--- config.mk ---
export PLATFORM = sky130hd
export DESIGN_NAME = alu_op_sequencer
export DESIGN_NICKNAME = d
export VERILOG_FILES = /design/src/rtl/alu_op_sequencer.sv
export SDC_FILE = /design/constraint.sdc
export NUM_CORES = 1
export LEC_CHECK = 0
export BUFFER_PORTS_ARGS = -buffer_cell sky130_fd_sc_hd__buf_2
export CAP_MARGIN = 15
export CORE_UTILIZATION = 42
export CTS_CLUSTER_SIZE = 12
export DETAILED_ROUTE_END_ITERATION = 8
export PLACE_DENSITY = 0.74
export SYNTH_ARGS = -nofsm -noshare
export SYNTH_HDL_FRONTEND = slang
export SYNTH_SLANG_ARGS = --single-unit
--- constraint.sdc ---
create_clock -name clock -period 2 [get_ports clock]
set_input_delay 0.5 -clock clock [delete_from_list [all_inputs] [get_ports clock]]
set_output_delay 0.5 -clock clock [all_outputs]
set_load 0.005 [all_outputs]
--- src/rtl/alu_op_sequencer.sv ---
// alu_op_sequencer
// Multicycle sequencer in front of the one-hot-controlled ALU. Accepts one
// operation at a time over valid/ready, registers the operands, holds the
// one-hot ALU control for the required number of cycles, then captures the
// ALU's ZHI/ZLO outputs and reports completion for one cycle.
//
// Ports:
//   clock, clear            clock and synchronous active-high reset
//   req_valid / req_ready   request handshake
//   op, a_in, b_in          opcode (0..11 legal) and operands
//   alu_a, alu_b, alu_ctrl  registered operands and one-hot control to the ALU
//   alu_zhi, alu_zlo        ALU results
//   result_hi, result_lo    captured results, held until next capture/clear
//   hi_we, lo_we            HI/LO write strobes (mul/div only, in DONE)
//   done, err               completion pulse and its error qualifier
//   busy                    high whenever not IDLE
module alu_op_sequencer #(
    parameter int unsigned MULDIV_CYCLES = 4,
    parameter int unsigned CNT_W         = 4
) (
    input  logic        clock,
    input  logic        clear,
    input  logic        req_valid,
    output logic        req_ready,
    input  logic [3:0]  op,
    input  logic [31:0] a_in,
    input  logic [31:0] b_in,
    output logic [31:0] alu_a,
    output logic [31:0] alu_b,
    output logic [11:0] alu_ctrl,
    input  logic [31:0] alu_zhi,
    input  logic [31:0] alu_zlo,
    output logic [31:0] result_lo,
    output logic [31:0] result_hi,
    output logic        hi_we,
    output logic        lo_we,
    output logic        done,
    output logic        err,
    output logic        busy
);

    typedef enum logic [1:0] {
        IDLE,
        EXEC,
        DONE
    } state_t;

    localparam logic [CNT_W-1:0] MD_N  = CNT_W'(MULDIV_CYCLES);
    localparam logic [CNT_W-1:0] ONE_N = CNT_W'(1);

    state_t           state;
    logic [CNT_W-1:0] cnt;
    logic [3:0]       op_q;
    logic             op_muldiv;
    logic [CNT_W-1:0] exec_n;
    logic             acc_err;

    always_comb begin
        op_muldiv = (op_q == 4'd8) || (op_q == 4'd9);
        exec_n    = op_muldiv ? MD_N : ONE_N;
        // Evaluated on the live request; only used at the accept edge.
        acc_err   = (op >= 4'd12) || ((op == 4'd9) && (b_in == '0));
    end

    // Every output is a register set on the transition into the state it
    // belongs to, so nothing depends combinationally on req_valid or op.
    always_ff @(posedge clock) begin
        if (clear) begin
            state     <= IDLE;
            cnt       <= '0;
            op_q      <= '0;
            alu_a     <= '0;
            alu_b     <= '0;
            alu_ctrl  <= '0;
            result_lo <= '0;
            result_hi <= '0;
            done      <= 1'b0;
            err       <= 1'b0;
            hi_we     <= 1'b0;
            lo_we     <= 1'b0;
            busy      <= 1'b0;
            req_ready <= 1'b1;
        end else begin
            done  <= 1'b0;
            err   <= 1'b0;
            hi_we <= 1'b0;
            lo_we <= 1'b0;
            case (state)
                IDLE: begin
                    if (req_valid) begin
                        alu_a     <= a_in;
                        alu_b     <= b_in;
                        op_q      <= op;
                        busy      <= 1'b1;
                        req_ready <= 1'b0;
                        if (acc_err) begin
                            // Rejected ops skip EXEC entirely; ALU never driven.
                            state     <= DONE;
                            result_lo <= '0;
                            result_hi <= '0;
                            done      <= 1'b1;
                            err       <= 1'b1;
                        end else begin
                            state    <= EXEC;
                            cnt      <= ONE_N;
                            alu_ctrl <= 12'd1 << op;
                        end
                    end
                end
                EXEC: begin
                    if (cnt == exec_n) begin
                        result_lo <= alu_zlo;
                        result_hi <= alu_zhi;
                        alu_ctrl  <= '0;
                        state     <= DONE;
                        done      <= 1'b1;
                        hi_we     <= op_muldiv;
                        lo_we     <= op_muldiv;
                    end else begin
                        cnt <= cnt + ONE_N;
                    end
                end
                DONE: begin
                    state     <= IDLE;
                    cnt       <= '0;
                    busy      <= 1'b0;
                    req_ready <= 1'b1;
                end
                default: begin
                    state     <= IDLE;
                    cnt       <= '0;
                    alu_ctrl  <= '0;
                    busy      <= 1'b0;
                    req_ready <= 1'b1;
                end
            endcase
        end
    end

endmodule

==> results.md, run 1 <==
* HP Start: a_in[28]
* Final wirelength at 17300 um
* Syn_area_per_cell at 8.46 um^2
* Slowest cell on crit path: mux2_2
* VDD IR-drop max at 0.569 mV
* RSZ-0062 raised after global routing: no
* Status: completed
* Final WS setup at 0.142 ns
* Initial antenna violation count at 1
* Synthesis Warnings at 0
* DP Wirelength at 12000 um
* GRT Util Overall at 0.230
* Largest cells by area after synthesis: dfxtp_1, nand2_1, a21oi_1, o31ai_1, buf_2
* CTS tree: done
* Post-Syn Area at around 6000 um^2
* Vias/cell at 5.09
* Net Sw Frac at 0.265
* CTS root buffer: clkbuf_16
* CTS max path bufs at 2
* R2R setup slack at around 0.14 ns
* Worst path max stage delay at 0.35 ns
* H-tree Lvls at 4
* # port buffers at 280
* Synth area leader: dfxtp_1
* Clock group share of total power at 0.408
* Dpl ws at -0.173 ns
* Post-synth cell types at 47
* Sw power at 1.94 mW
* Number of I/O pins at 281
* Register area share after synthesis at 0.510
* Combinational power share at 0.142
* Leak at 3.75 nW
* Fin. max-slew vios at 0
* Sequential Power Share at 0.450
* Relative slew slack at 0.546
* Startpoint types: flip-flop
* First-pass GRT wire length at 26700 um
* F_max at 0.538 GHz
* CP Class: reg2reg
* CORE AREA at approximately 14000 um^2
* Worst skew pair latency at ~0.42 ns
* Largest net degree at the start of global routing at 109
* Period utilization at 0.929
* Die Wd at 122 um
* Antenna viol nets, final at 0
* CP max FO at 4
* DR WL/cell at roughly 15 um
* Clock Pin Slew Worst Setup and Hold Paths at roughly 0.060 ns
* Residual DRC count at 0
* Synth Instances at approximately 720
* Final-report hold violation count at 0
* Crit path from: op_q[3]
* Top-area cell type share of the netlist area at 0.510
* CP endpoint kind: flip-flop
* Crit path DAT at ~2.2 ns
* Die area at 14900 um^2
* Num Clock Sinks at 154
* Placer Congestion at 0.765
* Initial Util at 0.432
* Area Overhead vs Synth at 37.1%
* CP delay by family, top: multiplexers
* Power after layout at 7.32 mW
* Post-cts hold buffer count at 0
* Required time worst endpoint at roughly 2.3 ns
* Post-CTS Setup Inserts at 0
* Remaining Overflow, GRT at 0
* Final core occ at 0.593
* Min Tclk post-route at 1.86 ns
* Max-cap viol count at 0
* Syn_nets at between 800 and 900
* Post-CTS sizing at 0
* Layout cell share with drive strength beyond 1 at 0.366
* Worst path cell trace: nor3b_2, mux2i_2, o21a_1, a2bb2oi_2, mux2_2
* Die Y at 122 um
* TritonRoute pass-1 iters at 4
* P per Cell Area at 883 nW/um^2
* Worst Hold Slack at between 0.3 and 0.4 ns
* Slew @ Worst Pin at 0.681 ns
* Clock Skews at 0.00888 ns
* Pint at approximately 5.4 mW
* # rows at 43
* Register bit total from synthesis at 154
* Vias in the first global route at 5627
* Vias at ~6000
* CP Buf/Inv Count at 0
* CTS buffer count at 17
* Fin nets at about 1100
* Final setup violation count at 0
* DR iter-0 viols at 322
* Worst r2r src: op_q[3]
* Worst Hold Class: in2reg
-- Yosys cell counts (all sizes together) --
library cell and count:
or2 2, nand4 3, mux2i 12, xnor2 2, o31ai 64, a22o 2, clkbuf 31, nor2 8
nand2 209, nand3b 2, buf 33, nand2b 11, a31oi 1, dfxtp 154, ha 1, inv 2
nor4bb 1, a32o 1, a31o 1, nor3b 2, nor4b 2, o31a 1, a211o 1, a32oi 2
and2 2, nand3 4, nor4 7, and4 1, o21ai 2, a2111oi 1, o21a 1, and3 2
mux2 1, o2bb2ai 1, nor3 5, a21oi 133, nor2b 5, a2bb2oi 2
-- stage by stage --
stage | std cells | setup TNS, ns | area, um^2
CTS | 1177 | 0 | 8290
finish | 1178 | 0 | 8300
global placement | 1145 | -6.16 | 7740
floorplan | 715 | 0 | 6050
detailed placement | 1145 | -8.97 | 7740
global route | 1178 | 0 | 8300
-- worst paths after layout --
path	cells after the start	to
worst max-delay path	5	alu_ctrl[9]
worst min-delay path	3	alu_a[28]
worst max register to register	5	alu_ctrl[9]
worst min register to register	2	alu_b[24]
-- metal layers --
layer | global-route usage | wire length [um] | vias to the layer above
li1 | - | - | 3013
met1 | 0.271 | 7110 | 2705
met2 | 0.369 | 8200 | 250
met3 | 0.0857 | 1530 | 31
met4 | 0.109 | 496 | 0
met5 | 0 | 0 | -
-- area by class of cell --
class / instances / area [um^2]
well taps: 180 / 225
inverters: 2 / 7.51
diodes: 1 / 2.50
repair buffers: 314 / 1750
clock buffers: 19 / 443
clock inverters: 13 / 104
flip-flops and latches: 154 / 3080
multi-input cells: 495 / 2680
fillers: 1290 / 5690
-- cells in the final DEF (no fill, tap or decap), types with 2 or more instances in the layout --
master	count
clkinvlp_4	4
o31ai_1	64
buf_4	28
dfxtp_1	153
nand4_1	3
a21oi_1	133
nor4_1	7
a22o_1	2
nor3_1	4
clkinv_2	7
nor2b_1	4
nand3b_1	2
clkbuf_16	17
buf_12	7
and3_1	2
buf_2	279
mux2i_1	11
xnor2_1	2
nand2b_1	11
o21ai_0	2
nand2_1	208
nand3_1	4
nor2_1	8
-- power by group through the flow --
| stage | clock (mW) | combinational (mW) | sequential [mW] |
|---|---|---|---|
| 3_5_place_dp | 0 | 1.05 | 3.36 |
| 6_report | 2.99 | 1.04 | 3.29 |
| 2_1_floorplan | 0 | 0.548 | 3.36 |
| 4_1_cts | 3.04 | 1.05 | 3.29 |
| 3_3_place_gp | 0 | 1.04 | 3.35 |
| 5_1_grt | 3.19 | 1.15 | 3.31 |
-- flip-flops by register name, summed over array words and instances (netlist names), 2 cells and up --
signal,count
alu_a,32
alu_b,32
result_hi,32
result_lo,32
alu_ctrl,12
cnt,4
op_q,3
state,2
-- logic make-up after synthesis --
kind of cell / after synthesis / share of synthesized area
AND/OR/NAND/NOR: 266 / 0.190
flip-flops: 154 / 0.510
adder cells (fa/ha/maj): 1 / 0.00207
XOR/XNOR: 2 / 0.00290
multiplexers: 13 / 0.0217
AO/OA/AOI/OAI: 213 / 0.222
buffers and inverters: 66 / 0.0509
-- worst min-delay path: stages --
cell,delay [ns]
buf_2,0.09
nand2_1,0.04
a21oi_1,0.05
(Power assumes the default switching activity.)
==> inputs of run 2 (changes only) <==
--- a/config.mk
+++ b/config.mk
@@ -7,10 +7,12 @@
 export LEC_CHECK = 0
 export BUFFER_PORTS_ARGS = -buffer_cell sky130_fd_sc_hd__buf_2
 export CAP_MARGIN = 15
-export CORE_UTILIZATION = 42
+export CORE_UTILIZATION = 47
 export CTS_CLUSTER_SIZE = 12
 export DETAILED_ROUTE_END_ITERATION = 8
-export PLACE_DENSITY = 0.74
+export HOLD_SLACK_MARGIN = 0.1
+export PLACE_DENSITY = 0.78
+export SLEW_MARGIN = 20
 export SYNTH_ARGS = -nofsm -noshare
 export SYNTH_HDL_FRONTEND = slang
 export SYNTH_SLANG_ARGS = --single-unit
==> constraint.sdc (replaced) <==
create_clock -name clock -period 2.1 [get_ports clock]
set_input_delay 0.525 -clock clock [delete_from_list [all_inputs] [get_ports clock]]
set_output_delay 0.525 -clock clock [all_outputs]
set_load 0.005 [all_outputs]
==> results.md, run 2 (synthesis results as in run 1) <==
* VDD IR-drop max at 0.549 mV
* Antenna cells at 0
* CTS root buffer: clkbuf_16
* Remaining Overflow, GRT at 0
* H-tree Lvls at 4
* Post-CTS Setup Inserts at 0
* Antenna viol nets, final at 0
* DP Wirelength at 11500 um
* F_max at 0.534 GHz
* Initial Util at 0.481
* Final WS setup at 0.228 ns
* Most common cell after layout, fill and taps aside: buf_2
* CORE AREA at 12600 um^2
* Placer Congestion at 0.802
* Startpoint types: flip-flop
* # rows at between 40 and 50
* GRT Util Overall at 0.244
* Fin nets at 1108
* First-pass GRT wire length at 25300 um
* Die area at 13300 um^2
* Required time worst endpoint at 2.43 ns
* Hold depth at 3
* Worst reg2reg path depth at 6
* Final setup violation count at 0
* Crit path DAT at 2.20 ns
* CTS tree: done
* TritonRoute pass-1 iters at 5
* Commonest non-fill, non-tap cells in the layout: buf_2, nand2_1, dfxtp_1, a21oi_1, o31ai_1
* # port buffers at 280
* Status: completed
* Final-report hold violation count at 0
* Residual DRC count at 0
* CTS max path bufs at 2
* DR iter-0 viols at ~440
* Placed Cells at between 1000 and 1500
* CTS buffer count at 17
* Final wirelength at 16900 um
* Period utilization at 0.891
* P per Cell Area at 846 nW/um^2
* Die Wd at 115 um
* Min Tclk post-route at 1.87 ns
* Num Clock Sinks at 154
* Layout Cell Area excl Fill at 8150 um^2
* Vias/cell at 5.12
* Area Overhead vs Synth at 34.8%
* Dpl ws at -0.0738 ns
* Worst Hold Slack at 0.346 ns
* Post-CTS sizing at 0
* CP endpoint kind: flip-flop
* Clock Skews at around 0.0073 ns
* Largest net degree at the start of global routing at 107
* Final core occ at 0.649
* Leak at 3.68 nW
* Clock Pin Slew Worst Setup and Hold Paths at 0.06 ns
* Vias in the first global route at 5190
* Die Y at 115 um
* Layout Cells excl Fill at 1152
* CP Class: reg2reg
* Fin. max-slew vios at 0
* Number of I/O pins at around 280
* Worst Hold Class: in2reg
* DR WL/cell at about 15 um
* Post-cts hold buffer count at 0
* Relative slew slack at 0.592
* Max-cap viol count at 0
* Vias at 5903
* Dpl cell area at roughly 7600 um^2
* Initial antenna violation count at 0
* Layout cell share with drive strength beyond 1 at 0.352
* CP max FO at 51
* Worst skew pair latency at 0.41 ns
* Slew @ Worst Pin at 0.604 ns
* RSZ-0062 raised after global routing: no
==> run 2: cell types whose count changed in the layout (fill, tap and decap cells not counted), moves of 2 or more <==
cell,change
clkinvlp_4,-4
clkbuf_8,+2
clkinv_2,-4
buf_4,-11
clkbuf_1,+2
==> run 2: power breakdown <==
| part | total [mW] | switching (mW) | leakage, nW | internal, mW |
|---|---|---|---|---|
| logic | 0.961 | 0.561 | 2.17 | 0.399 |
| clock network | 2.80 | 1.11 | 0.260 | 1.69 |
| registers | 3.14 | 0.0759 | 1.25 | 3.06 |
| total | 6.90 | 1.75 | 3.68 | 5.15 |
==> run 2: critical path, cell delays in order (launching register included) <==
cell and delay [ns]:
dfxtp_1 0.52, inv_2 0.15, nor3_2 0.30, nor3b_4 0.30, buf_12 0.26, nand2_1 0.08
a21oi_1 0.14
==> run 2: path summary, 6_finish.rpt <==
kind | start | to | slack, ns
min reg2reg | req_ready | req_ready | 0.45
max reg2reg | state[0] | result_lo[3] | 0.23
min | alu_zhi[4] | result_hi[4] | 0.35
max | state[0] | result_lo[3] | 0.23
==> run 2: cell type report <==
class	instances	area [um^2]
clock buffer	23	478
clock inverter	4	45.0
sequential	154	3080
timing repair buffer	302	1640
tap	172	215
multi-input combinational	495	2680
fill	1118	4420
inverter	2	7.51
==> run 2: through the flow <==
step	TNS, ns	total power [mW]
after floorplan	0	3.73
after global placement	-2.51	4.15
after detailed placement	-2.83	4.16
after CTS	0	6.95
after global routing	0	7.17
final	0	6.90
==> run 2: per-layer routing <==
metal | GRT usage | vias to the layer above | wire (um)
met1 | 0.294 | 2663 | 6970
met5 | 0 | - | 0
met3 | 0.0795 | 22 | 1440
met2 | 0.395 | 239 | 8090
li1 | - | 2979 | -
met4 | 0.117 | 0 | 362
==> inputs of run 3 (changes only) <==
--- a/config.mk
+++ b/config.mk
@@ -12,6 +12,7 @@
 export DETAILED_ROUTE_END_ITERATION = 8
 export HOLD_SLACK_MARGIN = 0.1
 export PLACE_DENSITY = 0.78
+export RECOVER_POWER = 25
 export SLEW_MARGIN = 20
 export SYNTH_ARGS = -nofsm -noshare
 export SYNTH_HDL_FRONTEND = slang
==> results.md, run 3 (synthesis results as in run 1) <==
* Num Clock Sinks at around 150
* Post-CTS sizing at 0
* Antenna viol nets, final at 0
* Final wirelength at 16900 um
* Net Sw Frac at 0.253
* Vias/cell at 5.16
* Status: completed
* CORE AREA at 12600 um^2
* Commonest non-fill, non-tap cells in the layout: buf_2, nand2_1, dfxtp_1, a21oi_1, o31ai_1
* Period utilization at 0.895
* Initial antenna violation count at 0
* TritonRoute pass-1 iters at 5
* Slew @ Worst Pin at ~0.6 ns
* # port buffers at 280
* Post-CTS Setup Inserts at 0
* CTS max path bufs at 2
* Post-cts hold buffer count at 0
* CP Class: reg2reg
* Fillers at 1141
* CTS buffer count at 17
* CP endpoint kind: flip-flop
* Final setup violation count at 0
* RSZ-0062 raised after global routing: no
* Initial Util at 0.481
* Die area at approximately 13000 um^2
* Leak at about 3.5 nW
* Final core occ at 0.644
* Layout cell share with drive strength beyond 1 at 0.306
* Worst Hold Class: in2reg
* Power after layout at 6.88 mW
* Worst skew pair latency at about 0.41 ns
* Startpoint types: flip-flop
* Crit path DAT at about 2.2 ns
* Die Y at approximately 120 um
* Die Wd at 115 um
* F_max at between 0.5 and 0.6 GHz
* Antenna cells at 0
* DR iter-0 viols at about 560
* Clock Skews at approximately 0.010 ns
* Number of I/O pins at between 200 and 300
* P per Cell Area at 850 nW/um^2
* CTS root buffer: clkbuf_16
* CP max FO at 64
* Final-report hold violation count at 0
* Clock group share of total power at 0.405
* Most common cell after layout, fill and taps aside: buf_2
* DP Wirelength at around 12000 um
* Largest net degree at the start of global routing at 107
* GRT Util Overall at 0.244
* Sequential Power Share at 0.456
* VDD IR-drop max at 0.546 mV
* Vias in the first global route at 5190
* Remaining Overflow, GRT at 0
* Required time worst endpoint at between 2 and 2.5 ns
* Sw power at 1.74 mW
* Relative slew slack at 0.590
* Min Tclk post-route at 1.88 ns
* Vias at between 5000 and 6000
* Placer Congestion at 0.802
* Area Overhead vs Synth at 33.8%
* H-tree Lvls at 4
* Fin. max-slew vios at 0
* Fin nets at 1108
* CTS tree: done
* DR WL/cell at 14.6 um
* Pint at about 5 mW
* # rows at 41
* First-pass GRT wire length at ~25000 um
* Residual DRC count at 0
* Combinational power share at 0.138
* Max-cap viol count at 0
* Clock Pin Slew Worst Setup and Hold Paths at 0.06 ns
## run 3: worst paths after layout
kind | to | start | slack [ns] | depth (start not counted)
worst max-delay path | result_hi[7] | op_q[1] | 0.22 | 7
worst min-delay path | result_hi[4] | alu_zhi[4] | 0.34 | 3
worst max register to register | result_hi[7] | op_q[1] | 0.22 | 7
worst min register to register | req_ready | req_ready | 0.45 | 2
## run 3: metal layers
layer / routed length, um / track usage / up-vias
met5: 0 / 0 / -
met4: 403 / 0.117 / 0
met1: 6890 / 0.294 / 2682
met3: 1540 / 0.0795 / 24
met2: 8030 / 0.395 / 263
li1: - / - / 2974
## run 3: layout make-up
class | count | area (um^2) | area share
Tap cell | 172 | 215 | 0.0266
Clock inverter | 4 | 45.0 | 0.00556
Inverter | 2 | 7.51 | 0.000927
Clock buffer | 23 | 478 | 0.0590
Sequential cell | 154 | 3080 | 0.381
Timing Repair Buffer | 302 | 1590 | 0.196
Multi-Input combinational cell | 495 | 2680 | 0.331
## run 3: metrics by stage
step | cell area [um^2] | instances | worst slack (ns) | setup TNS [ns] | hold slack (ns)
after global routing | 8100 | 1152 | 0.0527 | 0 | 0.329
after floorplan | 6050 | 715 | 0.0809 | 0 | 0.431
after CTS | 8150 | 1152 | 0.216 | 0 | 0.328
after global placement | 7630 | 1125 | -0.0595 | -2.51 | 0.429
after detailed placement | 7630 | 1125 | -0.0738 | -2.83 | 0.437
final | 8100 | 1152 | 0.220 | 0 | 0.342
## run 3: worst max-delay path: stages (launching register included)
cell and delay [ns]:
dfxtp_1 0.32, nor3b_2 0.26, mux2i_1 0.11, buf_4 0.17, o31a_2 0.31, buf_12 0.21, o31ai_1 0.25, a21oi_1 0.10
## run 3: power by group through the flow
| stage | registers [mW] | logic [mW] | clock network, mW |
|---|---|---|---|
| global placement | 3.19 | 0.959 | 0 |
| floorplan | 3.20 | 0.522 | 0 |
| finish | 3.14 | 0.953 | 2.79 |
| CTS | 3.14 | 0.965 | 2.85 |
| global route | 3.15 | 1.05 | 2.96 |
| detailed placement | 3.20 | 0.961 | 0 |
